===== config.mk =====
export PLATFORM = sky130hd
export DESIGN_NAME = counter_ctrl
export DESIGN_NICKNAME = d
export VERILOG_FILES = /design/src/rtl/counter_ctrl.sv
export SDC_FILE = /design/constraint.sdc
export NUM_CORES = 1
export LEC_CHECK = 0
export BUFFER_PORTS_ARGS = -buffer_cell sky130_fd_sc_hd__buf_2
export CAP_MARGIN = 10
export CORE_AREA = 5 5 59 61
export DETAILED_ROUTE_END_ITERATION = 8
export DIE_AREA = 0 0 64 66
export PLACE_DENSITY = 0.6
export SYNTH_ARGS = -nofsm -noshare
export SYNTH_HDL_FRONTEND = slang
export SYNTH_SLANG_ARGS = --single-unit

===== constraint.sdc =====
create_clock -name clk -period 2.2 [get_ports clk]
set_input_delay 0 -clock clk [delete_from_list [all_inputs] [get_ports clk]]
set_output_delay 0 -clock clk [all_outputs]
set_load 0.02 [all_outputs]

===== src/rtl/counter_ctrl.sv =====
// counter_ctrl: sequences an external counter through clear/count/match cycles.
// Register map: 0 CTRL, 1 PRESCALE, 2 COMPARE, 3 STATUS (8-bit data path).
// Optional prescaler enabled by defining COUNTER_CTRL_PRESCALE_EN; without it
// every RUN cycle is a tick and PRESCALE reads as zero.
module counter_ctrl #(
  parameter int CNT_W = 8,
  parameter int PRE_W = 8
) (
  input  logic             clk,
  input  logic             reset,
  input  logic             cfg_we,
  input  logic [1:0]       cfg_addr,
  input  logic [7:0]       cfg_wdata,
  output logic [7:0]       cfg_rdata,
  input  logic [CNT_W-1:0] cnt_value,
  output logic             cnt_enable,
  output logic             cnt_clear,
  output logic             busy,
  output logic             irq
);

  typedef enum logic [1:0] {StIdle, StClear, StRun} state_e;

  state_e             state_q, state_d;
  logic               periodic_q, irq_en_q, match_q, match_d, match_set;
  logic [CNT_W-1:0]   compare_q;
  logic [PRE_W-1:0]   prescale_val;
  logic               tick;

  logic wr_ctrl, wr_pre, wr_cmp, wr_stat;
  logic start_req, stop_req;

  assign wr_ctrl   = cfg_we && (cfg_addr == 2'd0);
  assign wr_pre    = cfg_we && (cfg_addr == 2'd1);
  assign wr_cmp    = cfg_we && (cfg_addr == 2'd2);
  assign wr_stat   = cfg_we && (cfg_addr == 2'd3);
  assign start_req = wr_ctrl && cfg_wdata[0];
  assign stop_req  = wr_ctrl && cfg_wdata[2];

`ifdef COUNTER_CTRL_PRESCALE_EN
  logic [PRE_W-1:0] prescale_q, pre_cnt_q, pre_cnt_d;

  assign prescale_val = prescale_q;
  // Exact equality only: a counter already past a shrunk PRESCALE runs on to wrap.
  assign tick = (pre_cnt_q == prescale_q);

  // Prescale counter: zeroed in CLEAR, free-running with wrap-on-tick in RUN.
  always_comb begin
    pre_cnt_d = pre_cnt_q;
    if (state_q == StClear) begin
      pre_cnt_d = '0;
    end else if (state_q == StRun) begin
      pre_cnt_d = tick ? '0 : pre_cnt_q + 1'b1;
    end
  end

  // Prescale register and counter state.
  always_ff @(posedge clk or negedge reset) begin
    if (!reset) begin
      prescale_q <= '0;
      pre_cnt_q  <= '0;
    end else begin
      pre_cnt_q <= pre_cnt_d;
      if (wr_pre) prescale_q <= PRE_W'(cfg_wdata);
    end
  end
`else
  assign prescale_val = '0;
  assign tick         = 1'b1;
`endif

  // Next state and counter strobes; stop beats start, both beat normal sequencing.
  always_comb begin
    state_d    = state_q;
    cnt_enable = 1'b0;
    cnt_clear  = 1'b0;
    match_set  = 1'b0;
    unique case (state_q)
      StIdle: ;
      StClear: begin
        cnt_clear = 1'b1;
        state_d   = StRun;
      end
      StRun: begin
        if (tick) begin
          if (cnt_value == compare_q) begin
            cnt_clear = 1'b1;
            match_set = 1'b1;
            if (!periodic_q) state_d = StIdle;
          end else begin
            // Freeze the count at the value seen when stop is written.
            cnt_enable = !stop_req;
          end
        end
      end
      default: state_d = StIdle;
    endcase
    if (stop_req) begin
      state_d = StIdle;
    end else if (start_req) begin
      state_d = StClear;
    end
  end

  // Match flag: a new match outranks a simultaneous software clear.
  always_comb begin
    match_d = match_q;
    if (wr_stat && cfg_wdata[1]) match_d = 1'b0;
    if (match_set) match_d = 1'b1;
  end

  // Control state and configuration registers.
  always_ff @(posedge clk or negedge reset) begin
    if (!reset) begin
      state_q    <= StIdle;
      periodic_q <= 1'b0;
      irq_en_q   <= 1'b0;
      match_q    <= 1'b0;
      compare_q  <= '1;
    end else begin
      state_q <= state_d;
      match_q <= match_d;
      if (wr_ctrl) begin
        periodic_q <= cfg_wdata[1];
        irq_en_q   <= cfg_wdata[3];
      end
      if (wr_cmp) compare_q <= CNT_W'(cfg_wdata);
    end
  end

  assign busy = (state_q == StClear) || (state_q == StRun);
  assign irq  = match_q && irq_en_q;

  // Combinational register read-back.
  always_comb begin
    cfg_rdata = 8'h00;
    unique case (cfg_addr)
      2'd0: cfg_rdata = {4'b0, irq_en_q, 1'b0, periodic_q, 1'b0};
      2'd1: cfg_rdata = 8'(prescale_val);
      2'd2: cfg_rdata = 8'(compare_q);
      2'd3: cfg_rdata = {6'b0, match_q, busy};
      default: cfg_rdata = 8'h00;
    endcase
  end

endmodule


==> results of run 1 <==
[how the worst min path moves through the flow]
stage | from | end | slack (ps) | depth (start not counted)
final | cfg_wdata[2] | compare_q[2] | 9 | 2
after global routing | cfg_wdata[2] | compare_q[2] | 8 | 2
after CTS | cfg_wdata[2] | compare_q[2] | 2 | 2
after detailed placement | reset | irq_en_q | -90 | 1
after global placement | reset | irq_en_q | -90 | 1
after floorplan | reset | irq_en_q | -300 | 0
[registers in the layout, indices dropped and copies added, names as in the netlist]
name / count
compare_q: 8
irq_en_q: 1
match_q: 1
periodic_q: 1
state_q: 2
[per-stage QoR]
step	total power, mW	utilization [%]	cell area [sq um]	hold WS, ps
floorplan	0.595	-	813	-296
global placement	0.699	34.5	1010	-94.6
detailed placement	0.721	34.5	1010	-90.5
CTS	0.891	38.1	1120	2.30
global route	0.947	38.1	1120	8.16
finish	0.878	38.1	1120	8.91
[kinds of logic (layout without fill, tap and decap cells)]
kind of cell / after synthesis / after routing / share of synthesized area (%)
and+or+nand+nor: 22 / 22 / 17.5
DFF: 13 / 13 / 41.2
xor gates and xnor gates: 8 / 8 / 8.62
adders and majority gates: 3 / 3 / 4.62
buffers and inverters: 4 / 47 / 2.00
AOI/OAI and AO/OA: 11 / 11 / 8.46
muxes: 13 / 13 / 17.5
[power groups by stage]
stage | combinational (mW) | sequential (mW) | clock, mW
final | 0.370 | 0.353 | 0.156
after global routing | 0.410 | 0.361 | 0.176
after CTS | 0.377 | 0.353 | 0.161
after detailed placement | 0.363 | 0.358 | 0
after global placement | 0.345 | 0.354 | 0
after floorplan | 0.252 | 0.343 | 0
[placed cells by master, fill, tap and decap left out, drive strengths merged, types with 2 or more instances in the layout]
master	instances
ha	3
nand2	3
nand3	2
inv	3
dlygate4sd3	8
and2	6
clkbuf	4
xnor2	8
nor2	2
nand4	3
mux2	10
mux2i	3
buf	32
dfstp	8
o21ai	4
dfrtp	5
a21oi	2
[metal layers]
layer | part of all wire, % | vias up
li1 | - | 349
met1 | 40 | 333
met2 | 51 | 31
met3 | 6.6 | 7
met4 | 2.7 | 0
met5 | 0 | -
[worst max-delay path, cell delays in order, from the launching register on]
cell and delay (ps):
dfstp_2 570, xnor2_1 120, nand4_1 190, nor3_1 320, o21a_1 150, buf_2 160
[final cells by class]
type / instances / area [sq um]
repair buffers: 40 / 240
flip-flops and latches: 13 / 335
clock buffers: 4 / 26.3
fillers: 291 / 1810
well taps: 33 / 41.3
multi-input cells: 57 / 462
inverters: 3 / 11.3
==> impl_metrics.toml, run 1 <==
[power_and_ir_drop]
powerDensity_nw_per_um2 = 787
p_seq_share_pct = 40.1
p_int_mw = 0.546
p_leak_nw = 0.524
switching_share_pct = 37.8
p_clk_share_pct = 17.8
peakVddDrop_v = 0.000361
pwr-share-comb_pct = 42.1
power_switching_mw = 0.332

[placement]
hpwlAfterDp_mm = 1.64
dp_cells = 138
gp_congestion = 0.781
post-place-ws_ps = 538
portBuffers = 32

[timing]
slew_violations = 0
rsz0062_at_grt = "false"
slew_headroom_pct = 77.4
setup_tns_ps = 0
worst_pin_slew_ps = 339
fmax_mhz = 558
report.final.hold_viol_count = 0
final.min_clock_period_ps = 1790
fin_ws_ps = 407
fin_crit_sh_pct = 81.5
finalSetupViolCount = 0
final.setup_skew_ps = 2.22

[synthesis]
synth_ff_type = "dfstp_2"
async_reset_ff_share_pct = 100
synth_top_area_share_pct = 25.8
ys_seq_area_share_pct = 41.2
synth_cell_types = 29
syn_area_sq_um = 813
netlist_instances = 74
yosys.area.top_type = "dfstp_2"
synth.area.top_cells = "dfstp_2 (26%), dfrtp_1 (15%), mux2_2 (14%)"
yosys-top-cells-count = "mux2_2 (10), dfstp_2 (8), xnor2_1 (8)"
ys_ff_latch = 13
post-synth-top-count-cell = "mux2_2"
syn_area_per_cell_sq_um = 11.0
synth_fp_nets = 98
synth_edf_count = 0
yosysWarnings = 0

[cells_and_area]
finalNonFillerCells = 150
n_antenna_cell = 0
drive_above_1_share_pct = 47.9
nets = 142
layout-area-overhead-vs-synth_pct = 37.2

[job]
cap_viol_max_count = 0

[route]
dr_total_vias = 720
drt-wirelength-per-cell_um = 13.8
ant_nets = 0
drt-initial-drc-count = 11
first_pass_iters = 4
drc = 0
vias_per_cell = 4.80
drt_wl_total_mm = 2.07

[worst_setup_path]
r2r_start = "state_q[0]"
endpoint = "cnt_clear"
cp.required_ps = 2200
critical_path_class = "reg2out"
crit_arrival_ps = 1790
crit_path_end_kind = "primary output"
r2r_slack_ps = 520
r2r_end = "state_q[1]"
worstPathMaxFanout = 4
cp-start-kind = "flip-flop"
crit_start = "compare_q[0]"
rr_worst_depth = 6

[grt]
grt_pass1_wl_mm = 3.45
top_usage_layer = "met2"
use_met1_pct = 11.2
grt_use_total_pct = 10.5
antenna_found_initial = 0
gr-total-overflow = 0
first_global_vias = 779
grt_max_degree = 14
use_met2_pct = 18.3
met3_usage_pct = 2.89

[floorplanning]
core-area_sq_um = 2930
fp.dieH_um = 66
die_w_um = 64
initial_core_util_pct = 27.8
row_count = 20
die-area_sq_um = 4220
ios = 33

[clocking]
cts_resized = 0
cts-hold-fix-buffers = 8
clock_latency_ps = 280
cts_setup_buffers = 0
root_buffer = "clkbuf_4"
clk_path_buf_depth = 2
cts_tree = "yes"
h-tree-depth = 1
cts.sinks = 13
path_clk_slew_ps = 80
cts_made_buffers = 3

[min_path]
worst_hold_path_type = "in2reg"

[run_status]
outcome = "completed"
Power figures use the tool's default switching activity.
==> run 2: changes to the inputs <==
--- a/config.mk
+++ b/config.mk
@@ -10,7 +10,7 @@
 export CORE_AREA = 5 5 59 61
 export DETAILED_ROUTE_END_ITERATION = 8
 export DIE_AREA = 0 0 64 66
-export PLACE_DENSITY = 0.6
+export PLACE_DENSITY = 0.62
 export SYNTH_ARGS = -nofsm -noshare
 export SYNTH_HDL_FRONTEND = slang
 export SYNTH_SLANG_ARGS = --single-unit
==> constraint.sdc (replaced) <==
create_clock -name clk -period 1.5 [get_ports clk]
set_input_delay 0 -clock clk [delete_from_list [all_inputs] [get_ports clk]]
set_output_delay 0 -clock clk [all_outputs]
set_load 0.02 [all_outputs]
==> run 2 against run 1 <==
The flow now finishes with violations (setup timing). Core utilization up 4.6 points. Hold slack improved by 14 ps. Clock power is 43% higher. Critical path depth unchanged. Power is 66% higher. Setup slack got worse by 610 ps. Flip-flop and latch count unchanged. Largest cell class unchanged. Largest power group unchanged.
==> impl_metrics.toml, run 2 (synthesized netlist as in run 1, its figures left out) <==
[worst_setup_path]
crit_arrival_ps = 1930
crit_path_end_kind = "flip-flop"
critical_path_class = "reg2reg"
worstPathMaxFanout = 3
cp-start-kind = "flip-flop"
cp.required_ps = 1730

[route]
drt-initial-drc-count = 5
vias_per_cell = 4.71
drt-wirelength-per-cell_um = 12.9
drt_wl_total_mm = 2.05
dr_total_vias = 749
ant_nets = 0
first_pass_iters = 4
drc = 0

[timing]
worst_pin_slew_ps = 331
slew_violations = 0
fmax_mhz = 587
final.min_clock_period_ps = 1700
fin_crit_sh_pct = 114
fin_ws_ps = -203
final.setup_skew_ps = 8.87
finalSetupViolCount = 3
rsz0062_at_grt = "true"
hold_slack_ps = 23.2
slew_headroom_pct = 77.9
report.final.hold_viol_count = 0

[placement]
portBuffers = 32
gp_congestion = 0.786
hpwlAfterDp_mm = 1.57
dp_cells = 142
post-place-ws_ps = -55.5

[clocking]
path_clk_slew_ps = 90
root_buffer = "clkbuf_4"
cts_tree = "yes"
cts_made_buffers = 3
cts.sinks = 13
clk_path_buf_depth = 2
h-tree-depth = 1
clock_latency_ps = 290

[cells_and_area]
regMostFlops = "compare_q"
largestRegisters = "compare_q x8, state_q x2"
final_common_cell = "buf_2"
layout_common_cells = "buf_2 (29), mux2_2 (10), buf_4 (10), dfstp_2 (8), dlygate4sd3_1 (8)"
finalNonFillerCells = 159
n_antenna_cell = 0
nets = 151
largest_reg_flops = 8
drive_above_1_share_pct = 60.3
layout-area-overhead-vs-synth_pct = 53.8

[job]
cap_viol_max_count = 0

[grt]
first_global_vias = 790
grt_max_degree = 14
grt_pass1_wl_mm = 3.44
antenna_found_initial = 0
grt_use_total_pct = 9.96
gr-total-overflow = 0

[run_status]
violations = "setup timing"
outcome = "complete, but fails checks"

[floorplanning]
ios = 33
initial_core_util_pct = 27.8
row_count = 20
die_w_um = 64
core-area_sq_um = 2930
fp.dieH_um = 66
die-area_sq_um = 4220

[power_and_ir_drop]
finalPower_mw = 1.46
p_leak_nw = 0.590
peakVddDrop_v = 0.000631
powerDensity_nw_per_um2 = 1170

[min_path]
worst_hold_path_type = "in2reg"
==> run 2: cell count changes in the layout (fill, tap and decap cells not counted), moves of 3 or more <==
| cell | change |
|---|---|
| buf_4 | +10 |
| xnor2_2 | +3 |
| xnor2_1 | -3 |
| buf_2 | -3 |
==> run 2: layout make-up <==
cell class / instances / area (sq um)
fill: 270 / 1680
multi-input combinational: 57 / 513
sequential: 13 / 335
timing repair buffer: 49 / 323
tap: 33 / 41.3
clock buffer: 3 / 22.5
inverter: 3 / 11.3
clock inverter: 1 / 5.00
==> run 2: per-layer routing <==
metal  track usage [%]  wire (um)  vias to the layer above
li1                  -          -                      367
met1              12.6        918                      346
met2              16.3        967                       29
met3              2.21        136                        7
met4              3.90         29                        0
met5                 0          0                        -
==> run 2: metrics by stage <==
step	instance area [sq um]	utilization (%)	setup TNS [ps]
2_1_floorplan	817	-	0
5_1_grt	1250	42.7	-770
4_1_cts	1200	41.0	-453
3_5_place_dp	1040	35.6	-55.5
3_3_place_gp	1040	35.6	-24.7
6_report	1250	42.7	-532
==> run 2: worst paths after layout <==
| check | start | end | slack (ps) | cells after the start |
|---|---|---|---|---|
| max in group asynchronous | reset | compare_q[1] | 1080 | 2 |
| worst min-delay path | cfg_wdata[2] | compare_q[2] | 20 | 2 |
| min in group asynchronous | reset | state_q[1] | 120 | 2 |
| worst max register to register | compare_q[4] | state_q[1] | -200 | 5 |
| worst max-delay path | compare_q[4] | state_q[1] | -200 | 5 |
| worst min register to register | match_q | match_q | 520 | 1 |
==> run 2: worst max-delay path, stage by stage (launching register included) <==
cell,delay (ps)
dfstp_2,560
xnor2_2,110
nand4_1,220
buf_4,220
or4b_1,460
nand3_1,80
==> run 2: what timing repair did <==
item                                   CTS  global route
hold buffers                             8             0
setup buffers                            4             2
gates resized for setup                  5            10
setup endpoints to repair                4             5
pin swaps                                2             8
endpoints found under the hold margin   23             0
==> run 2: power by group <==
group          switching [mW]  total [mW]  internal, mW
sequential             0.0630       0.518         0.455
combinational           0.344       0.717         0.374
clock                   0.124       0.223        0.0991
==> run 3: changes to the inputs <==
--- a/config.mk
+++ b/config.mk
@@ -10,6 +10,7 @@
 export CORE_AREA = 5 5 59 61
 export DETAILED_ROUTE_END_ITERATION = 8
 export DIE_AREA = 0 0 64 66
+export HOLD_SLACK_MARGIN = 0.1
 export PLACE_DENSITY = 0.62
 export SYNTH_ARGS = -nofsm -noshare
 export SYNTH_HDL_FRONTEND = slang
==> run 3 against run 2 <==
Sequential power is essentially flat. Final cell count grew 1.9%. Clock power is essentially flat. Flip-flop and latch count is the same. First-iteration DRC count grew 60%. Critical endpoint unchanged. Wire length grew 2.3%. The flow still finishes with violations (setup timing). Clock-buffer cell count is the same. Setup slack gained 12 ps. Design area grew 2.4%. Combinational power grew 2%. Clock skew grew 0.99 ps.
==> impl_metrics.toml, run 3 (synthesized netlist as in run 1, its figures left out) <==
[run_status]
outcome = "complete, but fails checks"
violations = "setup timing"

[cells_and_area]
layout-area-overhead-vs-synth_pct = 57.5
final_common_cell = "buf_2"
largest_reg_flops = 8
nets = 154
drive_above_1_share_pct = 58.9
design_area_sq_um = 1280
n_fill_cell = 268
largestRegisters = "compare_q x8, state_q x2"
layout_common_cells = "buf_2 (29), dlygate4sd3_1 (11), mux2_2 (10), buf_4 (10), dfstp_2 (8)"
regMostFlops = "compare_q"
n_antenna_cell = 0

[placement]
portBuffers = 32
hpwlAfterDp_mm = 1.57
gp_congestion = 0.786
placedInstanceArea_sq_um = 1040

[timing]
hold_slack_ps = 118
final.setup_skew_ps = 9.86
fmax_mhz = 591
report.final.hold_viol_count = 0
finalSetupViolCount = 3
slew_headroom_pct = 77.6
slew_violations = 0
rsz0062_at_grt = "true"
worst_pin_slew_ps = 335
fin_ws_ps = -191
fin_crit_sh_pct = 113
final.min_clock_period_ps = 1690

[worst_setup_path]
cp_top_family = "simple AND/OR/NAND/NOR gates"
cp-start-kind = "flip-flop"
worstPathMaxFanout = 3
crit_slowest_cell = "dfstp_2"
crit_path_end_kind = "flip-flop"
crit_buf_inv = 1
crit_arrival_ps = 1920
cp_cell_sequence = "xnor2_2, nand4_1, buf_4, or4b_1, nand3_1"
critical_path_class = "reg2reg"
slowest_delay_ps = 560
cp.required_ps = 1730

[floorplanning]
initial_core_util_pct = 27.8
ios = 33
die_w_um = 64
row_count = 20
fp.dieH_um = 66
core-area_sq_um = 2930
die-area_sq_um = 4220

[power_and_ir_drop]
finalPower_mw = 1.47
p_leak_nw = 0.602
peakVddDrop_v = 0.000628
powerDensity_nw_per_um2 = 1150

[clocking]
clock_latency_ps = 280
cts.sinks = 13
h-tree-depth = 1
root_buffer = "clkbuf_4"
clk_path_buf_depth = 2
cts_tree = "yes"
path_clk_slew_ps = 90
cts_made_buffers = 3

[route]
ant_nets = 0
first_pass_iters = 4
vias_per_cell = 4.70
drc = 0
drt-wirelength-per-cell_um = 13.0
dr_total_vias = 761
drt-initial-drc-count = 8
drt_wl_total_mm = 2.10

[grt]
grt_use_total_pct = 10.0
gr-total-overflow = 0
use_met1_pct = 12.4
antenna_found_initial = 0
met3_usage_pct = 2.04
first_global_vias = 808
use_met2_pct = 16.8
grt_max_degree = 14
top_usage_layer = "met2"
grt_pass1_wl_mm = 3.45

[job]
cap_viol_max_count = 0

[min_path]
worst_hold_path_type = "in2async"
==> run 3: changes by cell type in the layout (fill, tap and decap cells not counted), sizes merged <==
cell	previous run	this run
dlygate4sd3	8	11
==> run 3: stage by stage <==
stage | worst slack [ps] | TNS, ps | std cells | util, %
2_1_floorplan | 42.5 | 0 | 74 | -
3_3_place_gp | -24.7 | -24.7 | 142 | 35.6
3_5_place_dp | -55.5 | -55.5 | 142 | 35.6
4_1_cts | -208 | -453 | 161 | 42.0
5_1_grt | -285 | -781 | 162 | 43.8
6_report | -191 | -517 | 162 | 43.8
==> run 3: per-layer routing <==
metal / routed length [um] / up-vias
met5: 0 / -
met2: 1030 / 27
met3: 118 / 5
met4: 27 / 0
li1: - / 374
met1: 923 / 355
==> run 3: layout make-up <==
class | count | area [sq um] | share of cell area, %
clock buffer | 3 | 22.5 | 1.76
clock inverter | 1 | 5.00 | 0.391
inverter | 3 | 11.3 | 0.879
multi-input combinational | 57 | 513 | 40.0
sequential | 13 | 335 | 26.2
tap | 33 | 41.3 | 3.22
timing repair buffer | 52 | 353 | 27.5
==> run 3: timing repair <==
action	in CTS	in global routing
gates resized for setup	5	10
setup buffers	4	2
pin swaps	2	8
hold buffers	11	0
setup endpoints to repair	4	5
hold endpoints to repair	26	0
==> run 3: power breakdown <==
group          switching [mW]  internal (mW)
registers              0.0628          0.455
clock network           0.123         0.0991
logic                   0.350          0.379
total                   0.535          0.933
==> run 3: final timing paths <==
kind / from / end / slack [ps] / cells after the start
max: compare_q[4] / state_q[1] / -190 / 5
min: reset / state_q[1] / 120 / 2
max reg2reg: compare_q[4] / state_q[1] / -190 / 5
min reg2reg: match_q / match_q / 520 / 1
max in group asynchronous: reset / compare_q[3] / 1080 / 2
min in group clk: cfg_addr[1] / match_q / 120 / 3
==> run 3: worst register-to-register path: cells and delay by family (launching register included) <==
kind          cells  cell delay, ps
simple gates      3             760
flops             1             560
buf+inv           1             210
xor+xnor          1             110
